==> src/rtl/mc_pkg.sv <==
// Shared constants for the multi-cycle RV32I controller: opcodes, FSM state
// encoding, next-PC select codes and the opcode class used by the FSM.
package mc_pkg;

    localparam logic [6:0] OP_R      = 7'b0110011;
    localparam logic [6:0] OP_I      = 7'b0010011;
    localparam logic [6:0] OP_LOAD   = 7'b0000011;
    localparam logic [6:0] OP_STORE  = 7'b0100011;
    localparam logic [6:0] OP_BRANCH = 7'b1100011;
    localparam logic [6:0] OP_JAL    = 7'b1101111;
    localparam logic [6:0] OP_JALR   = 7'b1100111;
    localparam logic [6:0] OP_LUI    = 7'b0110111;
    localparam logic [6:0] OP_AUIPC  = 7'b0010111;

    typedef enum logic [2:0] {
        S_IF   = 3'd0,
        S_ID   = 3'd1,
        S_EX   = 3'd2,
        S_MEM  = 3'd3,
        S_WB   = 3'd4,
        S_TRAP = 3'd5
    } state_e;

    typedef enum logic [1:0] {
        NPC_PLUS_4   = 2'd0,
        NPC_BRANCH   = 2'd1,
        NPC_JUMP     = 2'd2,
        NPC_JUMP_REG = 2'd3
    } npc_sel_e;

    typedef enum logic [2:0] {
        CL_ALU,
        CL_LOAD,
        CL_STORE,
        CL_BRANCH,
        CL_JAL,
        CL_JALR
    } op_class_e;

    function automatic logic is_mem_class(input op_class_e c);
        return (c == CL_LOAD) || (c == CL_STORE);
    endfunction

endpackage

==> src/rtl/mc_opclass.sv <==
// Combinational opcode-to-class decode; anything outside the RV32I base
// opcode set is flagged illegal.
module mc_opclass
    import mc_pkg::*;
(
    input  logic [6:0] opcode,
    output op_class_e  op_class,
    output logic       illegal
);

    always_comb begin
        op_class = CL_ALU;
        illegal  = 1'b0;
        case (opcode)
            OP_R, OP_I, OP_LUI, OP_AUIPC: op_class = CL_ALU;
            OP_LOAD:                      op_class = CL_LOAD;
            OP_STORE:                     op_class = CL_STORE;
            OP_BRANCH:                    op_class = CL_BRANCH;
            OP_JAL:                       op_class = CL_JAL;
            OP_JALR:                      op_class = CL_JALR;
            default:                      illegal  = 1'b1;
        endcase
    end

endmodule

==> src/rtl/mc_control.sv <==
// Multi-cycle RV32I control FSM (IF/ID/EX/MEM/WB/TRAP) with memory wait timeout.
// Define MC_CONTROL_PERF_EN to add cycle_cnt / instret_cnt performance counters.
module mc_control
    import mc_pkg::*;
#(
    parameter int MEM_TIMEOUT = 255
) (
    input  logic        clk,
    input  logic        rst_n,
    input  logic [31:0] instr,
    input  logic        branch_taken,
    input  logic        mem_ready,
    output logic        mem_req,
    output logic        mem_we,
    output logic        mem_addr_sel,
    output logic        ir_we,
    output logic        pc_we,
    output logic [1:0]  npc_sel,
    output logic        we_rf,
    output logic [2:0]  state,
    output logic        trap
`ifdef MC_CONTROL_PERF_EN
    ,
    output logic [31:0] cycle_cnt,
    output logic [31:0] instret_cnt
`endif
);

    localparam int WCW = (MEM_TIMEOUT > 0) ? $clog2(MEM_TIMEOUT + 1) : 1;

    state_e         st;
    state_e         st_nxt;
    logic [WCW-1:0] wait_cnt;
    op_class_e      op_class;
    logic           illegal;
    logic           timeout;
    logic           instr_unused;

    // Only the opcode field steers control; the rest belongs to the datapath.
    assign instr_unused = ^instr[31:7];

    mc_opclass u_opclass (
        .opcode   (instr[6:0]),
        .op_class (op_class),
        .illegal  (illegal)
    );

    // mem_req is high exactly in IF and MEM, so it doubles as the access-phase flag.
    assign timeout = (MEM_TIMEOUT != 0) && mem_req && !mem_ready &&
                     (wait_cnt == WCW'(MEM_TIMEOUT));

    always_comb begin
        st_nxt = st;
        case (st)
            S_IF: begin
                if (mem_ready)    st_nxt = S_ID;
                else if (timeout) st_nxt = S_TRAP;
            end
            S_ID:  st_nxt = illegal ? S_TRAP : S_EX;
            S_EX: begin
                if (op_class == CL_BRANCH)   st_nxt = S_IF;
                else if (is_mem_class(op_class)) st_nxt = S_MEM;
                else                         st_nxt = S_WB;
            end
            S_MEM: begin
                if (mem_ready)    st_nxt = (op_class == CL_STORE) ? S_IF : S_WB;
                else if (timeout) st_nxt = S_TRAP;
            end
            S_WB:    st_nxt = S_IF;
            default: st_nxt = S_TRAP;
        endcase
    end

    // State plus the state-decoded outputs, all registered from the next state.
    always_ff @(posedge clk) begin
        if (!rst_n) begin
            st           <= S_IF;
            wait_cnt     <= '0;
            mem_req      <= 1'b1;
            mem_addr_sel <= 1'b0;
            mem_we       <= 1'b0;
            trap         <= 1'b0;
        end else begin
            st           <= st_nxt;
            wait_cnt     <= (mem_req && !mem_ready && (st_nxt == st)) ? wait_cnt + 1'b1 : '0;
            mem_req      <= (st_nxt == S_IF) || (st_nxt == S_MEM);
            mem_addr_sel <= (st_nxt == S_MEM);
            mem_we       <= (st_nxt == S_MEM) && (op_class == CL_STORE);
            trap         <= (st_nxt == S_TRAP);
        end
    end

    // Strobes qualify on same-cycle handshakes; gating with rst_n lets a reset
    // abort an in-flight access without a final pc_we/we_rf.
    always_comb begin
        ir_we   = 1'b0;
        pc_we   = 1'b0;
        we_rf   = 1'b0;
        npc_sel = NPC_PLUS_4;
        if (rst_n) begin
            case (st)
                S_IF: ir_we = mem_ready;
                S_EX: begin
                    if (op_class == CL_BRANCH) begin
                        pc_we   = 1'b1;
                        npc_sel = branch_taken ? NPC_BRANCH : NPC_PLUS_4;
                    end
                end
                S_MEM: pc_we = mem_ready && (op_class == CL_STORE);
                S_WB: begin
                    pc_we = 1'b1;
                    we_rf = 1'b1;
                    case (op_class)
                        CL_JAL:  npc_sel = NPC_JUMP;
                        CL_JALR: npc_sel = NPC_JUMP_REG;
                        default: npc_sel = NPC_PLUS_4;
                    endcase
                end
                default: ;
            endcase
        end
    end

    assign state = st;

`ifdef MC_CONTROL_PERF_EN
    always_ff @(posedge clk) begin
        if (!rst_n) begin
            cycle_cnt   <= '0;
            instret_cnt <= '0;
        end else if (st != S_TRAP) begin
            cycle_cnt <= cycle_cnt + 32'd1;
            if (pc_we) instret_cnt <= instret_cnt + 32'd1;
        end
    end
`endif

endmodule

==> config.mk <==
export PLATFORM = sky130hd
export DESIGN_NAME = mc_control
export DESIGN_NICKNAME = d
export VERILOG_FILES = /design/src/rtl/mc_pkg.sv /design/src/rtl/mc_opclass.sv /design/src/rtl/mc_control.sv
export SDC_FILE = /design/constraint.sdc
export NUM_CORES = 1
export LEC_CHECK = 0
export CAP_MARGIN = 30
export CORE_AREA = 2 2 50 52
export DETAILED_ROUTE_END_ITERATION = 8
export DIE_AREA = 0 0 52 54
export GPL_ROUTABILITY_DRIVEN = 0
export PLACE_DENSITY_LB_ADDON = 0.15
export SYNTH_ARGS = -nofsm -noshare
export SYNTH_HDL_FRONTEND = slang
export SYNTH_SLANG_ARGS = --single-unit
export TNS_END_PERCENT = 5
==> constraint.sdc <==
create_clock -name clk -period 2.5 [get_ports clk]
set_clock_uncertainty 0.1 [all_clocks]
set_input_delay 0.375 -clock clk [delete_from_list [all_inputs] [get_ports clk]]
set_output_delay 0.375 -clock clk [all_outputs]
set_load 0.01 [all_outputs]
* Yosys cells after proc, flatten, opt, wreduce, memory -nomap -nowiden
Index checks and enable logic that the tools add are counted.
Widths: inputs -> output; s select.
** Word-level totals
- Input bits :: 36
- Flip-flop bits (word level) :: 15
- Word-level logic and storage cells :: 62
** Cells by class
- Reductions and logical operators :: 12
- Add/subtract/negate cells :: 1
- Eq/ne operators :: 22
- Multiplexer cells :: 21
** Operator list (number)
- $pmux 3 s5 :: 2
- $eq 7x6->1 const B :: 3
- $eq 7x7->1 const B :: 3
- $mux 3 :: 7
- $eq 3x2->1 const B :: 5
- $eq 7x5->1 const B :: 2
- $eq 3x3->1 const B :: 4
- $reduce_or 9->1 :: 1
- $add 8x1->8 const B :: 1
- $eq 8x8->1 const B :: 1
- $mux 1 :: 8
- $pmux 2 s2 :: 2
- $eq 7x2->1 const B :: 1
- $eq 3x1->1 const B :: 2
- $logic_not 3->1 :: 2
- $logic_and 1x1->1 :: 5
- $eq 3x3->1 :: 1
- $pmux 1 s3 :: 1
- $logic_or 1x1->1 :: 2
- $mux 2 :: 1
- $reduce_and 2->1 :: 1
- $logic_not 1->1 :: 1

* Logic depth before layout (Yosys ltp)
- Depth after elaboration :: 10
- Mapped depth :: 6
- Depth with buffers taken out :: 6

* Hierarchy
Synthesis repeated with hierarchy kept, for this count alone.
** Second synthesis, totals
- Cells, all modules :: 111
- Area, all modules :: 963.4 sq um
** Modules (own cells, without submodules)
- mc_control :: times used 1, cells an instance 99, area each 890.9 sq um
- mc_opclass :: times used 1, cells an instance 12, area each 72.6 sq um

* Least setup slack after synthesis
No wires, ideal clock.
- Path kind :: register to output
- Start :: register st[1], in the netlist state[1]
- End :: output npc_sel[0]
- Path slack :: 0.398 ns
- Arrival :: 1.627 ns
- Cell stages (with the launch flop) :: 6
- Data required time :: 2.025 ns
- Path buffers :: 1
- Cell sequence :: dfxtp_1 -> clkbuf_1 -> inv_1 -> nor4_1 -> a31oi_1 -> nor4_1
** Between the ends
- Cells in the longest elaborated chain, start to end :: 3
- Elaborated cells between the ends (all ways) :: 4
- Classes of those cells :: eq/ne (2); mux (2)
** RTL lines
- start: declaration :: line mc_control.sv:31 : state_e st;
- start signal: assignment :: line mc_control.sv:84 : st <= st_nxt;
- $eq 3x3->1 / $eq 3x2->1 (equally long branches) :: line mc_control.sv:101 : case (st)
- $pmux 2 s2 * :: line mc_control.sv:101
- $mux 2 * :: line mc_control.sv:100 : if (rst_n) begin
- end: declaration :: line mc_control.sv:18 : output logic [1:0] npc_sel,
Mark *: on every way between the ends. The rest lies on a longest branch, timed or not.

* Worst setup path after layout
- Start :: input instr[0]
- End :: output npc_sel[0]
** Between the ends
- Cells in the longest elaborated chain, start to end :: 6
- Elaborated cells between the ends (all ways) :: 13
- Classes of those cells :: eq/ne (8); mux (5)
** RTL lines
- start: declaration :: line mc_control.sv:10 : input logic [31:0] instr,
- $eq 7x7->1 (tied with other cells) :: line mc_opclass.sv:14 : case (opcode)
- $pmux 3 s5 * :: line mc_opclass.sv:14
- $eq 3x3->1 / $eq 3x2->1 (equally long branches) :: line mc_control.sv:113, mc_control.sv:104
- $pmux 2 s2 / $mux 1 (equally long branches) :: line mc_control.sv:113, mc_control.sv:104
- $pmux 2 s2 * :: line mc_control.sv:101
- $mux 2 * :: line mc_control.sv:100
Marked as above.

==> impl_metrics.py <==
metrics = {
    "power": {
        "power_frac_seq_pct": 46.2,
        "swShare_pct": 30.2,
        "power_density_nw_per_um2": 439,
        "power_frac_comb_pct": 29.7,
        "finalPower_w": 0.000572,
        "clkPwrFrac_pct": 24.1,
        "p_switching_w": 0.000173,
        "peakVddDrop_uv": 371,
        "intPower_w": 0.000399,
        "total_leakage_power_nw": 0.508,
    },
    "routing": {
        "via_count": 941,
        "avgViaCountPerCell": 5.11,
        "drt_iter0_markers": 15,
        "ant_nets": 0,
        "drc": 0,
        "finalWirelength_mm": 2.31,
        "wl_per_cell_um": 12.5,
        "dr.pass1.iters": 4,
    },
    "timing": {
        "rsz0062_at_grt": "true",
        "max_freq_mhz": 405,
        "drv_slew": 0,
        "slew_headroom_pct": 73.1,
        "finalHoldViolations": 0,
        "tightest_slew_ns": 0.404,
        "period_needed_ns": 2.47,
        "fin_crit_sh_pct": 98.7,
        "setup_viol": 0,
        "fin_ws_ns": 0.0315,
    },
    "synth": {
        "synth_top_area_share_pct": 34.5,
        "ys.flop_type": "dfxtp_1",
        "netlist_instances": 112,
        "yosysMostFrequentCell": "nor2_1",
        "synth_seq_cells": 15,
        "async_flop_share_pct": 0,
        "syn_area_per_cell_um2": 7.78,
        "synth_area_leaders": "dfxtp_1 34%, nor2_1 6.9%, nor4_1 4.3%, xnor2_1 4.0%, inv_1 3.4%",
        "synth-edff-count": 0,
        "synth_area_leader_cell": "dfxtp_1",
        "synthDistinctLibCells": 39,
        "synth_common_cells": "16 x nor2_1, 15 x dfxtp_1, 8 x inv_1, 8 x nand2_1, 6 x nor4_1",
        "ys_seq_area_share_pct": 34.5,
        "yosys_warnings": 0,
        "synth_nets": 149,
        "synth.cell_area_um2": 871,
    },
    "final_layout": {
        "drive_above_1_share_pct": 18.8,
        "antenna_cells": 0,
        "final_nets": 192,
        "area_delta_synth_final_pct": 49.7,
        "final.fill_count": 243,
    },
    "clock_tree": {
        "cts.path.max_buffers": 2,
        "cts_tree": "done",
        "cts-root-buf": "clkbuf_4",
        "cts_made_buffers": 3,
        "h-tree-depth": 1,
        "cts.sinks": 15,
        "clk_latency_ns": 0.29,
        "clk_pin_slew_worst_paths_ns": 0.09,
    },
    "floorplanning": {
        "die_width_um": 52,
        "die_area_um2": 2810,
        "initial_core_util_pct": 37.5,
        "design.core.area_um2": 2320,
        "die_h_um": 54,
        "io_pins": 48,
        "fp-row-count": 18,
    },
    "critical_path": {
        "end_kind": "output port",
        "crit_type": "in -> out",
        "reg2reg_slack_ns": 0.66,
        "worstPathArrival_ns": 1.99,
        "critPathLaunchType": "input port",
        "required_ns": 2.03,
        "path_max_fanout": 3,
    },
    "worst_hold_path": {
        "min_path_type": "reg -> reg",
    },
    "global_route": {
        "grt_pass1_wl_mm": 3.71,
        "grt_antenna_before_repair": 0,
        "grt_pass1_vias": 870,
        "grt.total_usage_pct": 17.6,
        "grt_max_degree": 10,
        "grt_util_met1_pct": 22.8,
        "busiest_layer": "met2",
        "grt-ovfl-total": 0,
        "met2_usage_pct": 28.7,
        "grt.met3_usage_pct": 1.39,
    },
    "job": {
        "max_cap_viol_count": 0,
    },
    "outcome": {
        "status": "finished clean",
    },
    "place": {
        "pre_cts_ws_ns": -0.377,
        "io_buffers": 22,
        "dp_hpwl_mm": 1.75,
    },
}
[metrics by stage]
step / utilization, % / std cells / area, um^2 / TNS [ns] / hold slack (ns)
global route: 56.2 / 184 / 1300 / -0.179 / 0.406
global placement: 53.9 / 179 / 1250 / -0.644 / 0.344
CTS: 55.6 / 184 / 1290 / -0.149 / 0.380
detailed placement: 53.9 / 179 / 1250 / -0.768 / 0.357
floorplan: - / 112 / 871 / 0 / 0.326
finish: 56.2 / 184 / 1300 / 0 / 0.367
[cells by family after synthesis]
kind of cell	Yosys count	synth area share, %
flops	15	34.5
compound gates	23	19.4
xor+xnor	7	7.04
fa+ha+maj	1	1.44
simple gates	55	32.8
buf+inv	11	4.88
[registers in the layout, summed over array words and instances, names as in the netlist]
name / flops
mem_addr_sel: 1
mem_req: 1
mem_we: 1
state: 3
trap: 1
wait_cnt: 8
[per-layer routing]
metal | wire length [um] | part of all wire, % | up-vias
met5 | 0 | 0 | -
met4 | 49 | 2.1 | 0
met3 | 95 | 4.1 | 5
met2 | 1040 | 45 | 22
met1 | 1130 | 49 | 422
li1 | - | - | 492
[power groups by stage]
stage          combinational [W]  sequential [W]  clock, W
2_1_floorplan          0.0000764        0.000268         0
3_3_place_gp            0.000165        0.000269         0
3_5_place_dp            0.000165        0.000269         0
4_1_cts                 0.000168        0.000264  0.000148
5_1_grt                 0.000185        0.000267  0.000153
6_report                0.000170        0.000264  0.000138
[path summary, 6_finish.rpt]
path,from,endpoint,depth (start not counted)
setup / recovery,instr[0],npc_sel[0],6
hold / removal,wait_cnt[0]$_SDFF_PN0_,wait_cnt[0]$_SDFF_PN0_,1
setup reg to reg,wait_cnt[0]$_SDFF_PN0_,mem_we$_SDFF_PN0_,6
hold reg to reg,wait_cnt[0]$_SDFF_PN0_,wait_cnt[0]$_SDFF_PN0_,1
[cell type report]
type | instances | area [um^2] | area share [%]
timing repair buffer | 41 | 359 | 27.5
multi-input combinational | 86 | 549 | 42.1
clock inverter | 1 | 5.00 | 0.384
clock buffer | 3 | 22.5 | 1.73
inverter | 8 | 30.0 | 2.30
sequential | 15 | 300 | 23.0
tap | 30 | 37.5 | 2.88
[repair_timing]
action | in CTS | in global routing
buffers inserted | 1 | 0
setup endpoints to repair | 3 | 2
gates cloned | 0 | 0
pin swaps | 1 | 1
resized for setup | 3 | 6
hold buffers | 0 | 0
[worst max-delay path: stages]
cell	delay (ns)
clkdlybuf4s50_1	0.49
nand4b_1	0.22
nor4_2	0.33
a31oi_1	0.07
nor4_1	0.21
dlygate4sd2_1	0.30
[placed cells by master (no fill, tap or decap), types with 2 or more instances in the layout]
cell,Yosys,layout
a21oi_1,4,4
a31oi_1,3,3
buf_4,0,19
clkbuf_4,0,3
clkdlybuf4s50_1,0,19
dfxtp_1,15,15
inv_1,8,8
nand2_1,8,8
nand2b_1,3,3
nand3_1,4,4
nand4_1,2,2
nor2_1,16,16
nor2b_1,2,2
nor3_1,5,5
nor4_1,6,4
o21ai_0,3,3
or3_1,2,2
xnor2_1,4,4
xor2_1,3,3
Note: power is estimated with default switching activity, not from simulation.
